[src/rtl/eth_helper_pkg.sv]
// Shared definitions for the Ethernet stream taps: AXI response codes,
// stream-type codes and the bit layout of packed B-response records.
package eth_helper_pkg;

  typedef enum logic [1:0] {
    RESP_OKAY   = 2'b00,
    RESP_EXOKAY = 2'b01,
    RESP_SLVERR = 2'b10,
    RESP_DECERR = 2'b11
  } axi_resp_e;

  localparam logic [2:0] ST_AXI_B  = 3'd0;
  localparam logic [2:0] ST_AXI_AW = 3'd1;
  localparam logic [2:0] ST_AXI_W  = 3'd2;
  localparam logic [2:0] ST_AXI_AR = 3'd3;
  localparam logic [2:0] ST_AXI_R  = 3'd4;

  // B record, LSB first: type | bresp | bid | buser
  function automatic int rec_bresp_lsb(input int type_w);
    return type_w;
  endfunction

  function automatic int rec_bid_lsb(input int type_w);
    return type_w + 2;
  endfunction

  function automatic int rec_buser_lsb(input int type_w, input int id_w);
    return type_w + 2 + id_w;
  endfunction

  function automatic int rec_b_width(input int type_w, input int id_w, input int user_w);
    return type_w + 2 + id_w + user_w;
  endfunction

  function automatic logic resp_is_error(input logic [1:0] resp);
    return resp[1];
  endfunction

endpackage

[src/rtl/sync_fifo.sv]
// Single-clock FIFO with registered storage, synchronous active-high reset,
// and full/empty/level status. DEPTH must be a power of two so pointers wrap.
module sync_fifo #(
  parameter int WIDTH = 8,
  parameter int DEPTH = 8
) (
  input  logic                     clk,
  input  logic                     rst,
  input  logic                     wr_en,
  input  logic [WIDTH-1:0]         wr_data,
  input  logic                     rd_en,
  output logic [WIDTH-1:0]         rd_data,
  output logic                     full,
  output logic                     empty,
  output logic [$clog2(DEPTH):0]   level
);

  localparam int AW = $clog2(DEPTH);
  localparam int LW = AW + 1;

  if (DEPTH < 2 || (DEPTH & (DEPTH - 1)) != 0) begin : g_bad_depth
    $error("sync_fifo: DEPTH must be a power of two and at least 2");
  end

  logic [WIDTH-1:0] mem [DEPTH];
  logic [AW-1:0]    wr_ptr;
  logic [AW-1:0]    rd_ptr;
  logic [LW-1:0]    cnt;
  logic             wr_ok;
  logic             rd_ok;

  assign full  = (cnt == LW'(DEPTH));
  assign empty = (cnt == '0);
  assign wr_ok = wr_en && !full;
  assign rd_ok = rd_en && !empty;

  always_ff @(posedge clk) begin
    if (rst) begin
      wr_ptr <= '0;
      rd_ptr <= '0;
      cnt    <= '0;
    end else begin
      if (wr_ok) wr_ptr <= wr_ptr + 1'b1;
      if (rd_ok) rd_ptr <= rd_ptr + 1'b1;
      case ({wr_ok, rd_ok})
        2'b10:   cnt <= cnt + 1'b1;
        2'b01:   cnt <= cnt - 1'b1;
        default: cnt <= cnt;
      endcase
    end
  end

  // storage is not reset; the read side gates it with empty
  always_ff @(posedge clk) begin
    if (wr_ok) mem[wr_ptr] <= wr_data;
  end

  assign rd_data = mem[rd_ptr];
  assign level   = cnt;

endmodule

[src/rtl/stream_to_axi_b.sv]
// Replays packed B-response records from the inbound stream as AXI B beats.
// Optional STREAM_TO_AXI_B_ERRCNT_EN adds err_count (SLVERR/DECERR handshakes).
module stream_to_axi_b
  import eth_helper_pkg::*;
#(
  parameter int DATA_WIDTH        = 128,
  parameter int ID_WIDTH          = 32,
  parameter int USER_WIDTH        = 64,
  parameter int STREAM_TYPE_WIDTH = 3,
  parameter logic [STREAM_TYPE_WIDTH-1:0] STREAM_TYPE = STREAM_TYPE_WIDTH'(ST_AXI_B),
  parameter int FIFO_DEPTH        = 8,
  parameter int CNT_WIDTH         = 16
) (
  input  logic                          clk,
  input  logic                          resetn,
  input  logic                          s_valid,
  output logic                          s_ready,
  input  logic [DATA_WIDTH-1:0]         s_data,
  output logic [ID_WIDTH-1:0]           AXIM_bid,
  output logic [1:0]                    AXIM_bresp,
  output logic [USER_WIDTH-1:0]         AXIM_buser,
  output logic                          AXIM_bvalid,
  input  logic                          AXIM_bready,
  output logic [$clog2(FIFO_DEPTH):0]   level,
`ifdef STREAM_TO_AXI_B_ERRCNT_EN
  output logic [CNT_WIDTH-1:0]          err_count,
`endif
  output logic [CNT_WIDTH-1:0]          drop_count
);

  localparam int BRESP_LSB = rec_bresp_lsb(STREAM_TYPE_WIDTH);
  localparam int BID_LSB   = rec_bid_lsb(STREAM_TYPE_WIDTH);
  localparam int BUSER_LSB = rec_buser_lsb(STREAM_TYPE_WIDTH, ID_WIDTH);
  localparam int REC_END   = rec_b_width(STREAM_TYPE_WIDTH, ID_WIDTH, USER_WIDTH);
  localparam int REC_W     = ID_WIDTH + 2 + USER_WIDTH;
  localparam int LVL_W     = $clog2(FIFO_DEPTH) + 1;

  if (REC_END > DATA_WIDTH) begin : g_bad_layout
    $error("stream_to_axi_b: B record does not fit in DATA_WIDTH");
  end

  if (REC_END < DATA_WIDTH) begin : g_pad
    logic unused_pad;
    assign unused_pad = ^s_data[DATA_WIDTH-1:REC_END];
  end

  logic [STREAM_TYPE_WIDTH-1:0] in_type;
  logic [1:0]                   in_bresp;
  logic [ID_WIDTH-1:0]          in_bid;
  logic [USER_WIDTH-1:0]        in_buser;

  assign in_type  = s_data[STREAM_TYPE_WIDTH-1:0];
  assign in_bresp = s_data[BRESP_LSB +: 2];
  assign in_bid   = s_data[BID_LSB +: ID_WIDTH];
  assign in_buser = s_data[BUSER_LSB +: USER_WIDTH];

  logic             s_ready_q;
  logic             accept;
  logic             push;
  logic             drop;
  logic             pop;
  logic [REC_W-1:0] head;
  logic             fifo_full;
  logic             fifo_empty;
  logic [LVL_W-1:0] fifo_level;
  logic [LVL_W-1:0] level_next;

  assign accept = s_valid && s_ready_q;
  assign push   = accept && (in_type == STREAM_TYPE) && !fifo_full;
  assign drop   = accept && (in_type != STREAM_TYPE);
  assign pop    = AXIM_bvalid && AXIM_bready;

  sync_fifo #(
    .WIDTH (REC_W),
    .DEPTH (FIFO_DEPTH)
  ) u_fifo (
    .clk     (clk),
    .rst     (resetn),
    .wr_en   (push),
    .wr_data ({in_bid, in_bresp, in_buser}),
    .rd_en   (pop),
    .rd_data (head),
    .full    (fifo_full),
    .empty   (fifo_empty),
    .level   (fifo_level)
  );

  // s_ready is a flop so it never combinationally follows AXIM_bready
  assign level_next = fifo_level + LVL_W'(push) - LVL_W'(pop);

  always_ff @(posedge clk) begin
    if (resetn) begin
      s_ready_q  <= 1'b0;
      drop_count <= '0;
    end else begin
      s_ready_q <= (level_next != LVL_W'(FIFO_DEPTH));
      if (drop && drop_count != '1) drop_count <= drop_count + 1'b1;
    end
  end

  assign s_ready     = s_ready_q;
  assign level       = fifo_level;
  assign AXIM_bvalid = !fifo_empty;
  assign AXIM_bid    = fifo_empty ? '0 : head[REC_W-1 -: ID_WIDTH];
  assign AXIM_bresp  = fifo_empty ? '0 : head[USER_WIDTH +: 2];
  assign AXIM_buser  = fifo_empty ? '0 : head[USER_WIDTH-1:0];

`ifdef STREAM_TO_AXI_B_ERRCNT_EN
  always_ff @(posedge clk) begin
    if (resetn) begin
      err_count <= '0;
    end else if (pop && resp_is_error(AXIM_bresp) && err_count != '1) begin
      err_count <= err_count + 1'b1;
    end
  end
`endif

endmodule

[config.mk]
export PLATFORM = sky130hd
export DESIGN_NAME = stream_to_axi_b
export DESIGN_NICKNAME = d
export VERILOG_FILES = /design/src/rtl/eth_helper_pkg.sv /design/src/rtl/sync_fifo.sv /design/src/rtl/stream_to_axi_b.sv
export SDC_FILE = /design/constraint.sdc
export NUM_CORES = 1
export LEC_CHECK = 0
export CORE_ASPECT_RATIO = 0.8
export CORE_MARGIN = 5
export CORE_UTILIZATION = 55
export CTS_BUF_LIST = sky130_fd_sc_hd__clkbuf_4
export CTS_CLUSTER_DIAMETER = 30
export DETAILED_ROUTE_END_ITERATION = 10
export PLACE_DENSITY = 0.76
export RECOVER_POWER = 25
export REMOVE_ABC_BUFFERS = 1
export SLEW_MARGIN = 30
export SYNTH_ARGS = -nofsm -noshare
export SYNTH_HDL_FRONTEND = slang
export SYNTH_HIERARCHICAL = 1
export SYNTH_SLANG_ARGS = --single-unit
[constraint.sdc]
create_clock -name clk -period 17.5 [get_ports clk]
set_input_delay 3.5 -clock clk [delete_from_list [all_inputs] [get_ports clk]]
set_output_delay 3.5 -clock clk [all_outputs]
set_load 0.05 [all_outputs]
Yosys cells after proc, flatten, opt, wreduce, memory -nomap -nowiden
Memory sizes are Yosys's and may differ from the RTL's. A register that Yosys moved wholly into a read port is not among the register bits.
Cells that the tools add are included.
{"block": "classes", "addsub": 7, "multipliers": 0, "div": 0, "n_lt_le_gt_ge": 0, "n_eq_ne": 5, "n_shift": 0, "muxes": 8, "bitwise_logic": 0, "n_reduce_logical": 14}
{"operator": "64-bit two-way mux", "n": 1}
{"operator": "32-bit two-way mux", "n": 1}
{"operator": "16-bit by 1-bit adder with 16-bit output (second input constant)", "n": 1}
{"operator": "16-bit inequality test (second input constant)", "n": 1}
{"operator": "1-bit logical AND", "n": 8}
{"operator": "4-bit case mux with 2 select lines", "n": 1}
{"operator": "3-bit by 1-bit adder with 3-bit output (second input constant)", "n": 2}
{"operator": "3-bit two-way mux", "n": 2}
{"operator": "4-bit by 1-bit adder with 4-bit output", "n": 1}
{"operator": "4-bit by 1-bit adder with 4-bit output (second input constant)", "n": 1}
{"operator": "4-bit equality test (second input constant)", "n": 1}
{"operator": "4-bit zero test", "n": 1}
{"operator": "4-bit inequality test (second input constant)", "n": 1}
{"operator": "4-bit by 1-bit subtractor with 4-bit output", "n": 1}
{"operator": "4-bit by 1-bit subtractor with 4-bit output (second input constant)", "n": 1}
{"operator": "3-bit zero test", "n": 1}
{"operator": "3-bit nonzero test", "n": 1}
{"operator": "2-bit by 1-bit equality test with 1-bit output (second input constant)", "n": 1}
{"operator": "2-bit equality test (second input constant)", "n": 1}
{"operator": "1-bit zero test", "n": 2}
{"operator": "1-bit two-way mux", "n": 2}
{"operator": "2-bit two-way mux", "n": 1}
{"operator": "2-bit nonzero test", "n": 1}
{"block": "word_totals", "ff_bits": 27, "latchBits": 0, "mem_bits_rw": 784, "romBits": 0, "input_bits": 132, "elab_cells": 40, "memories": 1}
{"name": "u_fifo.mem", "words": 8, "word_bits": 98, "rd": 1, "rd_clocked_by_memory_dff": 1, "write_ports": 1, "line_no": "sync_fifo.sv:25", "source": "logic [WIDTH-1:0] mem [DEPTH];"}

Logic depth before layout (Yosys ltp)
{"block": "depth", "word_depth": 6, "depth_mapped": 14, "ltp_nobuf": 12}

By module
The synthesis kept the hierarchy.
{"module": "sync_fifo", "instances": 1, "cells_each": 1207, "area_per_inst_um2": 30163.9, "seq_area_each_um2": 23802.8}
{"module": "stream_to_axi_b", "instances": 1, "cells_each": 232, "area_per_inst_um2": 1682.9, "seq_area_each_um2": 340.3}

Worst setup path before layout
No wires, ideal clock.
{"block": "synth_path", "kind": "input-to-reg", "startpoint": "input port s_data[1]", "endpoint": "memory u_fifo/mem[0][0] (netlist bit), enable pin", "arrival_ps": 13700, "required_ps": 16705, "slack_ps": 3005, "path_stages": 5, "cell_sequence": "or3_1 or3_1 inv_1 nand2_2 nor4_1"}
{"block": "synth_between", "elab_chain_cells": 6}
{"element": "start, declared", "line_no": "stream_to_axi_b.sv:18", "source": "input logic [DATA_WIDTH-1:0] s_data,"}
{"element": "3-bit zero test", "line_no": "stream_to_axi_b.sv:69", "source": "assign push = accept && (in_type == STREAM_TYPE) && !fifo_full;"}
{"element": "1-bit logical AND (2 in series)", "line_no": "stream_to_axi_b.sv:69"}
{"element": "named net push", "line_no": "stream_to_axi_b.sv:59", "source": "logic push;"}
{"element": "1-bit logical AND", "line_no": "sync_fifo.sv:34", "source": "assign wr_ok = wr_en && !full;"}
{"element": "1-bit two-way mux", "line_no": "sync_fifo.sv:55", "source": "if (wr_ok) mem[wr_ptr] <= wr_data;"}
{"element": "1-bit two-way mux (implied by the code)", "line_no": "sync_fifo.sv:55"}
{"element": "end, declared", "line_no": "sync_fifo.sv:25"}
The timed path passes the listed nets, and every way through them passes these cells.

==> impl_results.md <==
* CP Class: flip-flop to primary output
* Drt pass-1 iters at 5
* DRC violations left at 0
* Row Count at 78
* GRT Overall Usage at 20.5%
* Worst Setup Start Kind: flip-flop
* Avg Cell Area, Syn at 22.1 um2
* Reg-to-reg slack, setup at 13440 ps
* Clk sinks at 814
* DR vias/cell at 5.67
* Crit. End Element: primary output
* Arrival @ worst endpoint at 4870 ps
* Share of layout cells above drive strength 1 at 31.6%
* Final antenna-violating net count at 0
* Rel. slew slack at 35.6%
* Max H-tree Level at 4
* Synth top area cells: edfxtp_1, mux4_2, mux2_2
* Post-synth top area cell: edfxtp_1
* Minimum clock period after layout at 8370 ps
* RR Startpoint: u_fifo/level[1]
* Initial drt markers at 1082
* Die Height at 225 um
* GP Congestion at 0.783
* Tcrit/Tclk final at 47.8%
* HP Class: flip-flop to flip-flop
* Clock Skew at 47.2 ps
* Initial antenna violation count at 16
* Synth async-reset ratio at 0%
* Post-CTS Setup Inserts at 0
* Ys Warns at 6
* PostCTS Resize Cnt at 0
* Clock transition at path regs at 70 ps
* IO Pins at 252
* P_leak at 11.6 nW
* Post-synthesis sequential area ratio at 75.8%
* Nets at 1950
* Initial Util at 55.9%
* Fin. max-slew vios at 0
* Post-Syn Area at 31800 um2
* P per Cell Area at 98.9 nW/um2
* Hold_sp: drop_count[15]
* EDFF count, synth at 784
* RSZ-0062 raised after global routing: no
* Die width at 279 um
* Placement Cell Area at 34900 um2
* Setup TNS at 0 ps
* Drt wl/cell at 23.1 um
* Yosys cell types at 44
* Status: completed
* Worst-Margin Slew at 966 ps
* CTS buffer count at 187
* CP Max Fanout at 54
* Primary FF master, synth: edfxtp_1
* Layout fillers at 3764
* Total number of vias at 15415
* Hold Buf Count CTS at 0
* Clk_lat worst skew at 960 ps
* Top-area cell type share of the netlist area at 73.9%
* Post-DP HPWL at 32600 um
* First-pass GRT wire length at 97200 um
* VDD IR max at 47.2 uV
* Full die area at 62800 um2
* Synth Register Bits at 814
* Largest net degree at the start of global routing at 71
* Vias in the first global route at 16836
* Crit path required time at 14000 ps
* Core region area at 57000 um2
* Final Cell Area at 37400 um2
* Max cap viols at 0
* Area grow syn2layout at 17.4%
* Final Hold Viols at 0
* I/O Buffers at 224
* Root Buffer: clkbuf_4
* CTS max path bufs at 3
* Post-Synthesis Cells at 1439
* Final setup fails at 0
* Routed wire length at 62700 um
* CTS tree: yes
* Gr ovfl total at 0
* FMAX at 120 MHz
[placed cells by master, fill, tap and decap left out, types with 3 or more instances in the layout]
cell type / n
nor3_1: 4
o31ai_1: 9
buf_4: 22
nor2_1: 17
nor2b_1: 101
nor3_2: 4
dfxtp_1: 27
xor2_1: 6
clkinv_1: 36
clkdlybuf4s50_1: 155
mux4_1: 22
o21ai_0: 3
ha_1: 10
clkinv_2: 5
mux2_2: 102
nand2_1: 11
bufinv_16: 4
mux4_2: 174
or4_1: 9
mux2i_1: 4
buf_6: 4
clkbuf_4: 280
nand3_1: 7
clkinvlp_4: 3
or3_1: 3
diode_2: 13
nor2_4: 3
dfxtp_4: 3
xnor2_1: 4
dlygate4sd3_1: 69
nand2b_1: 5
a21oi_1: 15
nor4_1: 3
edfxtp_1: 784
inv_1: 11
nand4_1: 5
[area by class of cell]
class	count	area [um2]	share of cell area, %
antenna	13	32.5	0.0870
clock buffer	280	2100	5.62
clock inverter	50	320	0.857
inverter	11	41.3	0.110
multi-input combinational	541	7280	19.5
sequential	814	24200	64.6
tap	760	951	2.54
timing repair buffer	252	2500	6.69
[per-stage QoR]
step           setup WS (ps)  power, mW  hold slack (ps)  util, %  cells
3_3_place_gp            9060       2.25              482     61.2   2376
5_1_grt                 8670       3.86              557     65.6   2714
2_1_floorplan           3010       2.20              485        -   1366
6_report                9130       3.70              514     65.6   2721
3_5_place_dp           10020       2.26              494     61.2   2377
4_1_cts                 8880       3.75              507     65.5   2707
[kinds of logic (layout without fill, tap and decap cells)]
family                   after synthesis  after routing  share of synthesized area, %
AO/OA/AOI/OAI                         33             33                         0.660
XOR/XNOR                              10             10                         0.275
adder cells (fa/ha/maj)               11             11                         0.456
buffers and inverters                 84            593                          1.51
flip-flops                           814            814                          75.8
multiplexers                         302            302                          17.9
other                                  0             13                             0
AND/OR/NAND/NOR                      185            185                          3.44
[where the power goes]
part,switching [mW],total (mW),internal [mW]
clock,0.695,1.48,0.789
combinational,0.0457,0.0757,0.0300
sequential,0.00148,2.14,2.14
total,0.742,3.70,2.95
[state kept, by name, indices dropped and copies added (netlist names), named ones only]
signal / count
u_fifo/wr_ptr: 3
drop_count: 16
u_fifo/level: 4
u_fifo/mem: 784
s_ready: 1
u_fifo/rd_ptr: 3
[worst paths after layout]
check,endpoint,cells past startpoint
worst max register to register,u_fifo/mem[4][9],8
worst min-delay path,drop_count[15],2
worst min register to register,drop_count[15],2
worst max-delay path,AXIM_bid[10],6
[routing by layer]
metal | GRT usage, % | vias to the layer above | part of all wire [%]
li1 | - | 6868 | -
met1 | 27.3 | 8007 | 42
met2 | 32.8 | 466 | 50
met3 | 6.60 | 66 | 7.3
met4 | 6.35 | 8 | 1.3
met5 | 0 | - | 0.073
[critical path, cell delays in order, from the launching register on]
cell and delay (ps):
dfxtp_4 690, buf_6 640, buf_6 700, mux4_2 580, mux2_2 270, nor2b_1 190, clkdlybuf4s50_1 770
[cells in the mapped netlist, types with 2 or more instances]
| master | number |
|---|---|
| edfxtp_1 | 784 |
| mux4_1 | 22 |
| nor3_1 | 8 |
| ha_1 | 10 |
| or4_1 | 9 |
| xor2_1 | 6 |
| clkbuf_1 | 30 |
| buf_8 | 2 |
| a21oi_1 | 15 |
| nor2b_1 | 101 |
| nor3b_1 | 2 |
| dfxtp_1 | 30 |
| nor2_1 | 20 |
| or3_2 | 2 |
| nand4_1 | 5 |
| nand2_1 | 11 |
| buf_1 | 7 |
| nand3_1 | 7 |
| xnor2_1 | 4 |
| buf_2 | 18 |
| o31ai_1 | 9 |
| or3_1 | 3 |
| o21ai_0 | 3 |
| nand2b_1 | 5 |
| mux2i_1 | 4 |
| mux2_2 | 102 |
| buf_6 | 16 |
| inv_1 | 11 |
| mux4_2 | 174 |
| nor4_1 | 5 |
No activity file was read; power rests on OpenSTA's default activity.
